**src/rtl/fpu_q_pkg.sv**
```systemverilog
// Shared types and constants for the FPU result queue.
//   fpu_unit_e    : binary index of the FPU unit that produced a result
//   FLG_*         : bit positions inside the 5-bit {NV,DZ,OF,UF,NX} flag field
//   fpu_q_entry_t : one queued result {data, flags, unit}
package fpu_q_pkg;

  localparam int unsigned Q_DATA_W = 32;
  localparam int unsigned Q_NUM_U  = 11;
  localparam int unsigned FLAG_W   = 5;
  localparam int unsigned UNIT_W   = 4;

  localparam int unsigned FLG_NV = 4;
  localparam int unsigned FLG_DZ = 3;
  localparam int unsigned FLG_OF = 2;
  localparam int unsigned FLG_UF = 1;
  localparam int unsigned FLG_NX = 0;

  typedef enum logic [UNIT_W-1:0] {
    FCLASS  = 4'd0,
    CMP     = 4'd1,
    MINMAX  = 4'd2,
    SGNJ    = 4'd3,
    CVT_F2I = 4'd4,
    CVT_I2F = 4'd5,
    ADD     = 4'd6,
    MUL     = 4'd7,
    FMA     = 4'd8,
    DIV     = 4'd9,
    SQRT    = 4'd10
  } fpu_unit_e;

  typedef struct packed {
    logic [Q_DATA_W-1:0] data;
    logic [FLAG_W-1:0]   flags;
    fpu_unit_e           unit;
  } fpu_q_entry_t;

endpackage

```
**src/rtl/fpu_q_onehot_enc.sv**
```systemverilog
// Lowest-set-bit encoder for the unit-valid vector.
//   onehot : unit-valid vector (normally one-hot; extra bits are ignored)
//   idx    : index of the lowest set bit, 0 when none set
//   hit    : any bit set
module fpu_onehot_enc
  import fpu_q_pkg::*;
#(
  parameter int unsigned NUM_U = Q_NUM_U
) (
  input  logic [NUM_U-1:0]  onehot,
  input  logic              unused_tie,
  output logic [UNIT_W-1:0] idx,
  output logic              hit
);

  // Scan high to low so the lowest set bit is the last (winning) assignment.
  always_comb begin
    idx = '0;
    hit = |onehot;
    for (int i = int'(NUM_U) - 1; i >= 0; i--) begin
      if (onehot[i]) idx = UNIT_W'(i);
    end
  end

endmodule

```
**src/rtl/fpu_result_queue.sv**
```systemverilog
// Result queue behind the FPU: buffers completed results in a FWFT FIFO,
// keeps sticky fflags / overflow state and drives a level interrupt.
//   clk, rst                       : clock, async active-high reset
//   res_valid/res_data/res_flags   : incoming result (push when any valid bit set)
//   pop                            : dequeue head
//   clr_flags                      : clear sticky fflags and ovf
//   irq_en                         : interrupt enable
//   rd_data/rd_unit/rd_flags       : head entry, zero while empty
//   empty/full/count               : occupancy status
//   fflags/ovf/irq                 : sticky flags, drop indicator, interrupt
module fpu_result_queue
  import fpu_q_pkg::*;
#(
  parameter int unsigned DEPTH  = 4,
  parameter int unsigned DATA_W = Q_DATA_W,
  parameter int unsigned NUM_U  = Q_NUM_U
) (
  input  logic                   clk,
  input  logic                   rst,
  input  logic [NUM_U-1:0]       res_valid,
  input  logic [DATA_W-1:0]      res_data,
  input  logic [FLAG_W-1:0]      res_flags,
  input  logic                   pop,
  input  logic                   clr_flags,
  input  logic                   irq_en,
  output logic [DATA_W-1:0]      rd_data,
  output logic [UNIT_W-1:0]      rd_unit,
  output logic [FLAG_W-1:0]      rd_flags,
  output logic                   empty,
  output logic                   full,
  output logic [$clog2(DEPTH):0] count,
  output logic [FLAG_W-1:0]      fflags,
  output logic                   ovf,
  output logic                   irq
);

  localparam int unsigned AW    = $clog2(DEPTH);
  localparam int unsigned PTR_W = AW + 1;

  logic [PTR_W-1:0]  wr_ptr_q, wr_ptr_d;
  logic [PTR_W-1:0]  rd_ptr_q, rd_ptr_d;
  logic [FLAG_W-1:0] fflags_q, fflags_d;
  logic              ovf_q, ovf_d;
  logic              irq_q, irq_d;
  fpu_q_entry_t      mem_q [DEPTH];
  fpu_q_entry_t      mem_d [DEPTH];

  logic [UNIT_W-1:0] enc_idx;
  logic              push_req;
  logic              q_empty, q_full;
  logic              do_pop, do_push, drop;
  fpu_q_entry_t      new_entry, head;

  fpu_onehot_enc #(.NUM_U(NUM_U)) u_enc (
    .onehot     (res_valid),
    .unused_tie (1'b0),
    .idx        (enc_idx),
    .hit        (push_req)
  );

  // Extra pointer MSB distinguishes full from empty when the index bits match.
  assign q_empty = (wr_ptr_q == rd_ptr_q);
  assign q_full  = (wr_ptr_q[AW] != rd_ptr_q[AW]) && (wr_ptr_q[AW-1:0] == rd_ptr_q[AW-1:0]);

  // A pop frees a slot in the same cycle, so a full queue still accepts push+pop.
  assign do_pop  = pop & ~q_empty;
  assign do_push = push_req & (~q_full | do_pop);
  assign drop    = push_req & q_full & ~do_pop;

  assign new_entry = '{data:  Q_DATA_W'(res_data),
                       flags: res_flags,
                       unit:  fpu_unit_e'(enc_idx)};
  assign head      = mem_q[rd_ptr_q[AW-1:0]];

  // Next-state for pointers, storage and sticky status.
  always_comb begin
    wr_ptr_d = wr_ptr_q;
    rd_ptr_d = rd_ptr_q;
    mem_d    = mem_q;
    if (do_push) begin
      mem_d[wr_ptr_q[AW-1:0]] = new_entry;
      wr_ptr_d = wr_ptr_q + PTR_W'(1);
    end
    if (do_pop) rd_ptr_d = rd_ptr_q + PTR_W'(1);
    // Flags accumulate on every attempt, including dropped results; a set wins over a clear.
    fflags_d = (clr_flags ? '0 : fflags_q) | (push_req ? res_flags : '0);
    ovf_d    = (clr_flags ? 1'b0 : ovf_q) | drop;
    // Built from next-state so irq rises together with the first entry.
    irq_d    = irq_en & ((wr_ptr_d != rd_ptr_d) | ovf_d);
  end

  always_ff @(posedge clk or posedge rst) begin
    if (rst) begin
      wr_ptr_q <= '0;
      rd_ptr_q <= '0;
      fflags_q <= '0;
      ovf_q    <= 1'b0;
      irq_q    <= 1'b0;
    end else begin
      wr_ptr_q <= wr_ptr_d;
      rd_ptr_q <= rd_ptr_d;
      fflags_q <= fflags_d;
      ovf_q    <= ovf_d;
      irq_q    <= irq_d;
    end
  end

  // Storage carries no reset; validity is tracked by the pointers alone.
  always_ff @(posedge clk) begin
    mem_q <= mem_d;
  end

  assign rd_data  = q_empty ? '0 : DATA_W'(head.data);
  assign rd_unit  = q_empty ? '0 : UNIT_W'(head.unit);
  assign rd_flags = q_empty ? '0 : head.flags;
  assign empty    = q_empty;
  assign full     = q_full;
  assign count    = wr_ptr_q - rd_ptr_q;
  assign fflags   = fflags_q;
  assign ovf      = ovf_q;
  assign irq      = irq_q;

endmodule

```
**config.mk**
```make
export PLATFORM = sky130hd
export DESIGN_NAME = fpu_result_queue
export DESIGN_NICKNAME = d
export VERILOG_FILES = /design/src/rtl/fpu_q_pkg.sv /design/src/rtl/fpu_q_onehot_enc.sv /design/src/rtl/fpu_result_queue.sv
export SDC_FILE = /design/constraint.sdc
export NUM_CORES = 1
export LEC_CHECK = 0
export CELL_PAD_IN_SITES_DETAIL_PLACEMENT = 2
export CELL_PAD_IN_SITES_GLOBAL_PLACEMENT = 2
export CORE_AREA = 2 2 173 175
export CTS_CLUSTER_DIAMETER = 120
export DETAILED_ROUTE_END_ITERATION = 10
export DIE_AREA = 0 0 175 177
export PLACE_DENSITY = 0.63
export RECOVER_POWER = 25
export SLEW_MARGIN = 25
export SYNTH_ARGS = -nofsm -noshare
export SYNTH_HDL_FRONTEND = slang
export SYNTH_HIERARCHICAL = 1
export SYNTH_SLANG_ARGS = --single-unit
```
**constraint.sdc**
```tcl
create_clock -name clk -period 3.3 [get_ports clk]
set_input_delay 0.66 -clock clk [delete_from_list [all_inputs] [get_ports clk]]
set_output_delay 0.66 -clock clk [all_outputs]
set_load 0.01 [all_outputs]
```
==> metrics.yaml <==
clock_tree:
  postCtsSetupBuffers: 0
  cts_sinks: 177
  clock_latency_ns: 0.42
  cts_made_buffers: 17
  post_cts_resized: 2
  root_buffer: "clkbuf_16"
  cts_tree: "yes"
  hold_buffers: 0
  h-tree-depth: 4
  path_clk_slew_ns: 0.06
  clk_path_buf_depth: 2
die:
  die_w_um: 175
  rows: 63
  core-area_um2: 29200
  start_util: 0.245
  dieArea_um2: 31000
  num_io_pins: 106
  chipHeight_um: 177
grt:
  antenna_found_initial: 1
  overflow: 0
  track_usage: 0.119
  grt_pass1_wl_um: 27200
  grt_max_degree: 32
  grt_pass1_vias: 4470
timing:
  hold_viol_final: 0
  layout_setup_ws_ns: 0.184
  finalMaxSlewViolations: 0
  relSlewSlack: 0.570
  fin_skew_ns: 0.0104
  setup_viol: 0
  fin_crit_ns: 3.12
  fmaxAchievable_ghz: 0.321
  totalNegativeSetupSlack_ns: 0
  fin_hold_ws_ns: 0.526
  tightest_slew_ns: 0.640
  rsz0062_at_grt: "false"
  fin_crit_sh: 0.944
drt:
  dr.pass1.iters: 4
  totalWireLength_um: 17500
  vias: 3782
  vias_per_cell: 4.20
  wl_per_cell_um: 19.4
  drc: 0
  drtIter0Drc: 172
  postRouteAntennaNets: 0
setup_path:
  required_ns: 2.64
  end_kind: "primary output"
  arrival_ns: 2.46
  criticalPathCategory: "reg -> out"
  startpoint_type: "flop"
  crit_fanout: 20
power:
  total_power_mw: 10.5
  p_seq_frac: 0.347
  switching_power_mw: 3.46
  pwr-share-comb: 0.449
  p_per_area_nw_per_um2: 1120
  internal-power_mw: 7.08
  p_clk_frac: 0.203
  p_sw_frac: 0.328
  ir_drop_uv: 430
  p_leak_nw: 3.20
run_status:
  status: "complete, no violations"
final_layout:
  design_area_um2: 9400
  seq_area_um2: 5260
  drive_gt1_frac: 0.204
  syn2layout_area_growth_pct: 31.4
  nFillCells: 2922
  num-nets-final: 557
  layout_commonest_cell: "edfxtp_1"
  multi_input_area_um2: 1770
  mostFrequentLayoutCells: "164 x edfxtp_1, 77 x clkdlybuf4s50_1, 41 x mux4_2"
flow_run:
  maxCapViolCount: 0
placed_design:
  hpwlAfterDp_um: 11200
  gp_congestion: 0.755
  port_buffers: 105
  dp_slack_ns: 0.157
  post_dp_cell_area_um2: 8740
synthesis:
  netlist_instances: 374
  synthesis.nets: 435
  syn_area_per_cell_um2: 19.1
  synth_area_um2: 7150
  yosys_warnings: 6
hold_path:
  min_path_type: "reg -> reg"
[power by group through the flow]
stage                     clock network [mW]  registers (mW)  logic, mW
after CTS                               2.22            3.68       4.92
final                                   2.14            3.66       4.74
after detailed placement                   0            3.72       4.89
after global placement                     0            3.64       4.80
after floorplan                            0            3.62       2.52
after global routing                    2.29            3.75       5.18
[per-layer routing]
metal	GRT usage	vias up	wire length, um
met5	0	-	0
met4	0.0365	0	255
met3	0.0273	17	573
met2	0.205	66	8980
met1	0.150	1993	7670
li1	-	1706	-
[through the flow]
step | cells | utilization
after floorplan | 374 | -
after global placement | 867 | 0.299
after detailed placement | 867 | 0.299
after CTS | 899 | 0.321
after global routing | 900 | 0.321
final | 900 | 0.321
[layout make-up]
| cell class | instances | area share |
|---|---|---|
| Antenna cell | 1 | 0.000266 |
| Clock buffer | 17 | 0.0452 |
| Clock inverter | 15 | 0.0217 |
| Inverter | 15 | 0.00599 |
| Multi-Input combinational cell | 164 | 0.188 |
| Sequential cell | 177 | 0.559 |
| Tap cell | 390 | 0.0519 |
| Timing Repair Buffer | 121 | 0.128 |
[flip-flops by register name, indices dropped and copies added (netlist names)]
signal	count
fflags	5
irq	1
ovf	1
mem_q	164
wr_ptr_q	3
rd_ptr_q	3
[final timing paths]
kind,start,to,slack [ns],depth (start not counted)
hold reg to reg,fflags[4],fflags[4],0.53,2
setup / recovery,wr_ptr_q[0],rd_data[15],0.18,7
max in group asynchronous,rst,rd_ptr_q[0],2.24,2
hold / removal,fflags[4],fflags[4],0.53,2
setup reg to reg,wr_ptr_q[0],mem_q[73],0.78,7
min in group asynchronous,rst,wr_ptr_q[2],0.61,2
[critical path, cell delays in order (launching register included)]
cell and delay (ns):
dfrtp_2 0.42, inv_1 0.10, ha_1 0.36, nand2_1 0.15, nor2_4 0.06, buf_6 0.19
nor2b_2 0.16, clkdlybuf4s50_1 0.56
Note: power is estimated with default switching activity, not from simulation.
==> RTL edit 1, RTL diff (same settings) <==
`DEPTH`: 4 -> 16.
--- a/src/rtl/fpu_result_queue.sv
+++ b/src/rtl/fpu_result_queue.sv
@@ -12,5 +12,5 @@
   import fpu_q_pkg::*;
 #(
-  parameter int unsigned DEPTH  = 4,
+  parameter int unsigned DEPTH  = 16,
   parameter int unsigned DATA_W = Q_DATA_W,
   parameter int unsigned NUM_U  = Q_NUM_U
Ports: changed (resized count); port bits go from 106 to 108. The function was not compared with the original's and may differ.
==> RTL edit 1 against the unedited design <==
- the flow now stops in 3_1_place_gp_skip_io
- synthesized area rose to 3.6 times the old value
==> RTL edit 1: results (changes against the unedited design) <==
stage,metric,value,unit,change
run_status,status,aborted with a tool error,,
run_status,Last stage,3_1_place_gp_skip_io,,
run_status,run-stopping error,[ERROR GPL-0301] Utilization 113.288 % exceeds 100%.,,
logic_synthesis,Post-Syn Nets,1159,,+170%
logic_synthesis,Synth Warn #,6,,unchanged
logic_synthesis,Synth Area per Inst,23.8,µm²,+24%
logic_synthesis,synthesized netlist cell count,1096,,+190%
==> RTL edit 2, RTL diff (same flow settings) <==
Without the edit above. Remove the register `irq_q`: a continuous assignment takes its place, so the output `irq` follows one clock earlier.
--- a/src/rtl/fpu_result_queue.sv
+++ b/src/rtl/fpu_result_queue.sv
@@ -96,5 +96,4 @@
       fflags_q <= '0;
       ovf_q    <= 1'b0;
-      irq_q    <= 1'b0;
     end else begin
       wr_ptr_q <= wr_ptr_d;
@@ -102,7 +101,8 @@
       fflags_q <= fflags_d;
       ovf_q    <= ovf_d;
-      irq_q    <= irq_d;
     end
   end
+
+  assign irq_q = irq_d;
 
   // Storage carries no reset; validity is tracked by the pointers alone.
Check against the original RTL: not equivalent (a bounded check fails within 4 cycles, from zero or initial values and one cycle with rst high).
==> RTL edit 2 against the unedited design <==
- total power is 1.4% higher
- worst setup slack worse by 0.11 ns
- cell area is 2.1% higher
- critical path depth is 3 higher
- hold slack better by 0.0054 ns
- die area stayed put
- via count is 3.2% higher
- sequential cell count is 1 lower
- cell count is 1.8% higher
- routed wire length is 3.2% higher
- register-to-register slack better by 0.24 ns
- synthesized area is 0.35% lower
- clock power is 2% lower
- non-clock buffer count is 19 higher
- largest cell class unchanged
- largest power group unchanged
==> RTL edit 2: results (changes against the unedited design) <==
stage,metric,value,unit,change
setup_path,Worst EP arrival,2.56,ns,+0.10 ns
setup_path,Worst setup startpoint,res_valid[3],,
global_routing,Overall Global Routing Usage,0.121,,+0.00193
drt,WL met3,606,µm,+5.8%
layout,Finished Layout Cells,916,,+1.8%
placement,GPL Wtd Cong,0.704,,-6.8%
power_and_ir_drop,Leakage Power,0.00329,µW,+2.8%
global_routing,first-pass GRT wire length,27.8,mm,+2.1%
drt,post-DR vias/cell,4.26,,+1.4%
power_and_ir_drop,Max VDD drop,399,µV,-7.3%
global_routing,initial antenna violation count,0,,-1
placement,pre-CTS setup slack,-0.777,ns,-0.934 ns
run_status,status,"complete, no violations",,
drt,Met1 Wirelength,7.65,mm,-0.18%
placement,Inst Count DP,883,,+1.8%
setup_path,cell count of the worst reg-to-reg path,6,,-1
layout,share of cells above drive strength 1,0.255,,+0.0504
logic_synthesis,Synth Area per Inst,19.1,µm²,about the same
global_routing,largest net degree at the start of global routing,45,,+41%
layout,nets,575,,+3.2%
setup_path,Reg-to-Reg End,mem_q[21],,
global_routing,vias in the first global route,4610,,+3.1%
timing,Clock Skews,0.0122,ns,+0.00182 ns
power_and_ir_drop,Switching Share,0.332,,+0.00399
placement,Final HPWL DP,11.1,mm,-0.81%
[RTL edit 2: changes by cell type in the layout (fill, tap and decap cells not counted), moves of 3 or more]
cell and delta:
buf_4 +14, clkdlybuf4s50_1 -6, dlygate4sd2_1 +6, buf_12 +4, a21oi_1 -3, a21oi_2 +3
nand2_1 -3
[RTL edit 2: worst max-delay path by stage]
stage / endpoint / slack, ns
floorplan: irq / 0.11
global placement: irq / -0.68
detailed placement: irq / -0.78
CTS: rd_flags[0] / -0.003
global route: irq / -0.05
finish: irq / 0.08
[RTL edit 2: stage by stage]
step                total power, µW  hold slack, ns  utilization
floorplan                      6110           0.525            -
global placement               8580           0.519        0.304
detailed placement             8720           0.530        0.304
CTS                           11000           0.540        0.327
global route                  11400           0.575        0.328
finish                        10700           0.532        0.328
[RTL edit 2: metal layers]
metal,GRT usage,up-vias
li1,-,1742
met1,0.146,2067
met2,0.216,74
met3,0.0294,19
met4,0.0347,0
met5,0,-
[RTL edit 2: timing repair]
action / in CTS / in global routing
setup endpoints to repair: 34 / 36
setup buffers: 2 / 0
gates resized for setup: 29 / 8
pin swaps: 6 / 2
[RTL edit 2: cell type report]
cell class	instances	area (µm²)	area share
flip-flops and latches	176	5230	0.545
multi-input cells	164	1840	0.191
repair buffers	140	1380	0.144
well taps	390	488	0.0508
clock buffers	17	425	0.0443
clock inverters	14	180	0.0188
inverters	15	56.3	0.00587
[RTL edit 2: power by group through the flow]
stage               sequential, µW  combinational, µW  clock (µW)
detailed placement            3680               5040           0
CTS                           3630               5150        2170
floorplan                     3590               2520           0
finish                        3610               4980        2100
global route                  3690               5410        2250
global placement              3590               4980           0
[RTL edit 2: worst max-delay path, stage by stage]
cell and delay (ns):
clkdlybuf4s50_1 0.52, nor2_4 0.07, nand4_1 0.12, buf_6 0.15, nand2_4 0.07, nor2_1 0.16, and4_1 0.24, nor4_2 0.05
o41a_1 0.36, buf_2 0.15
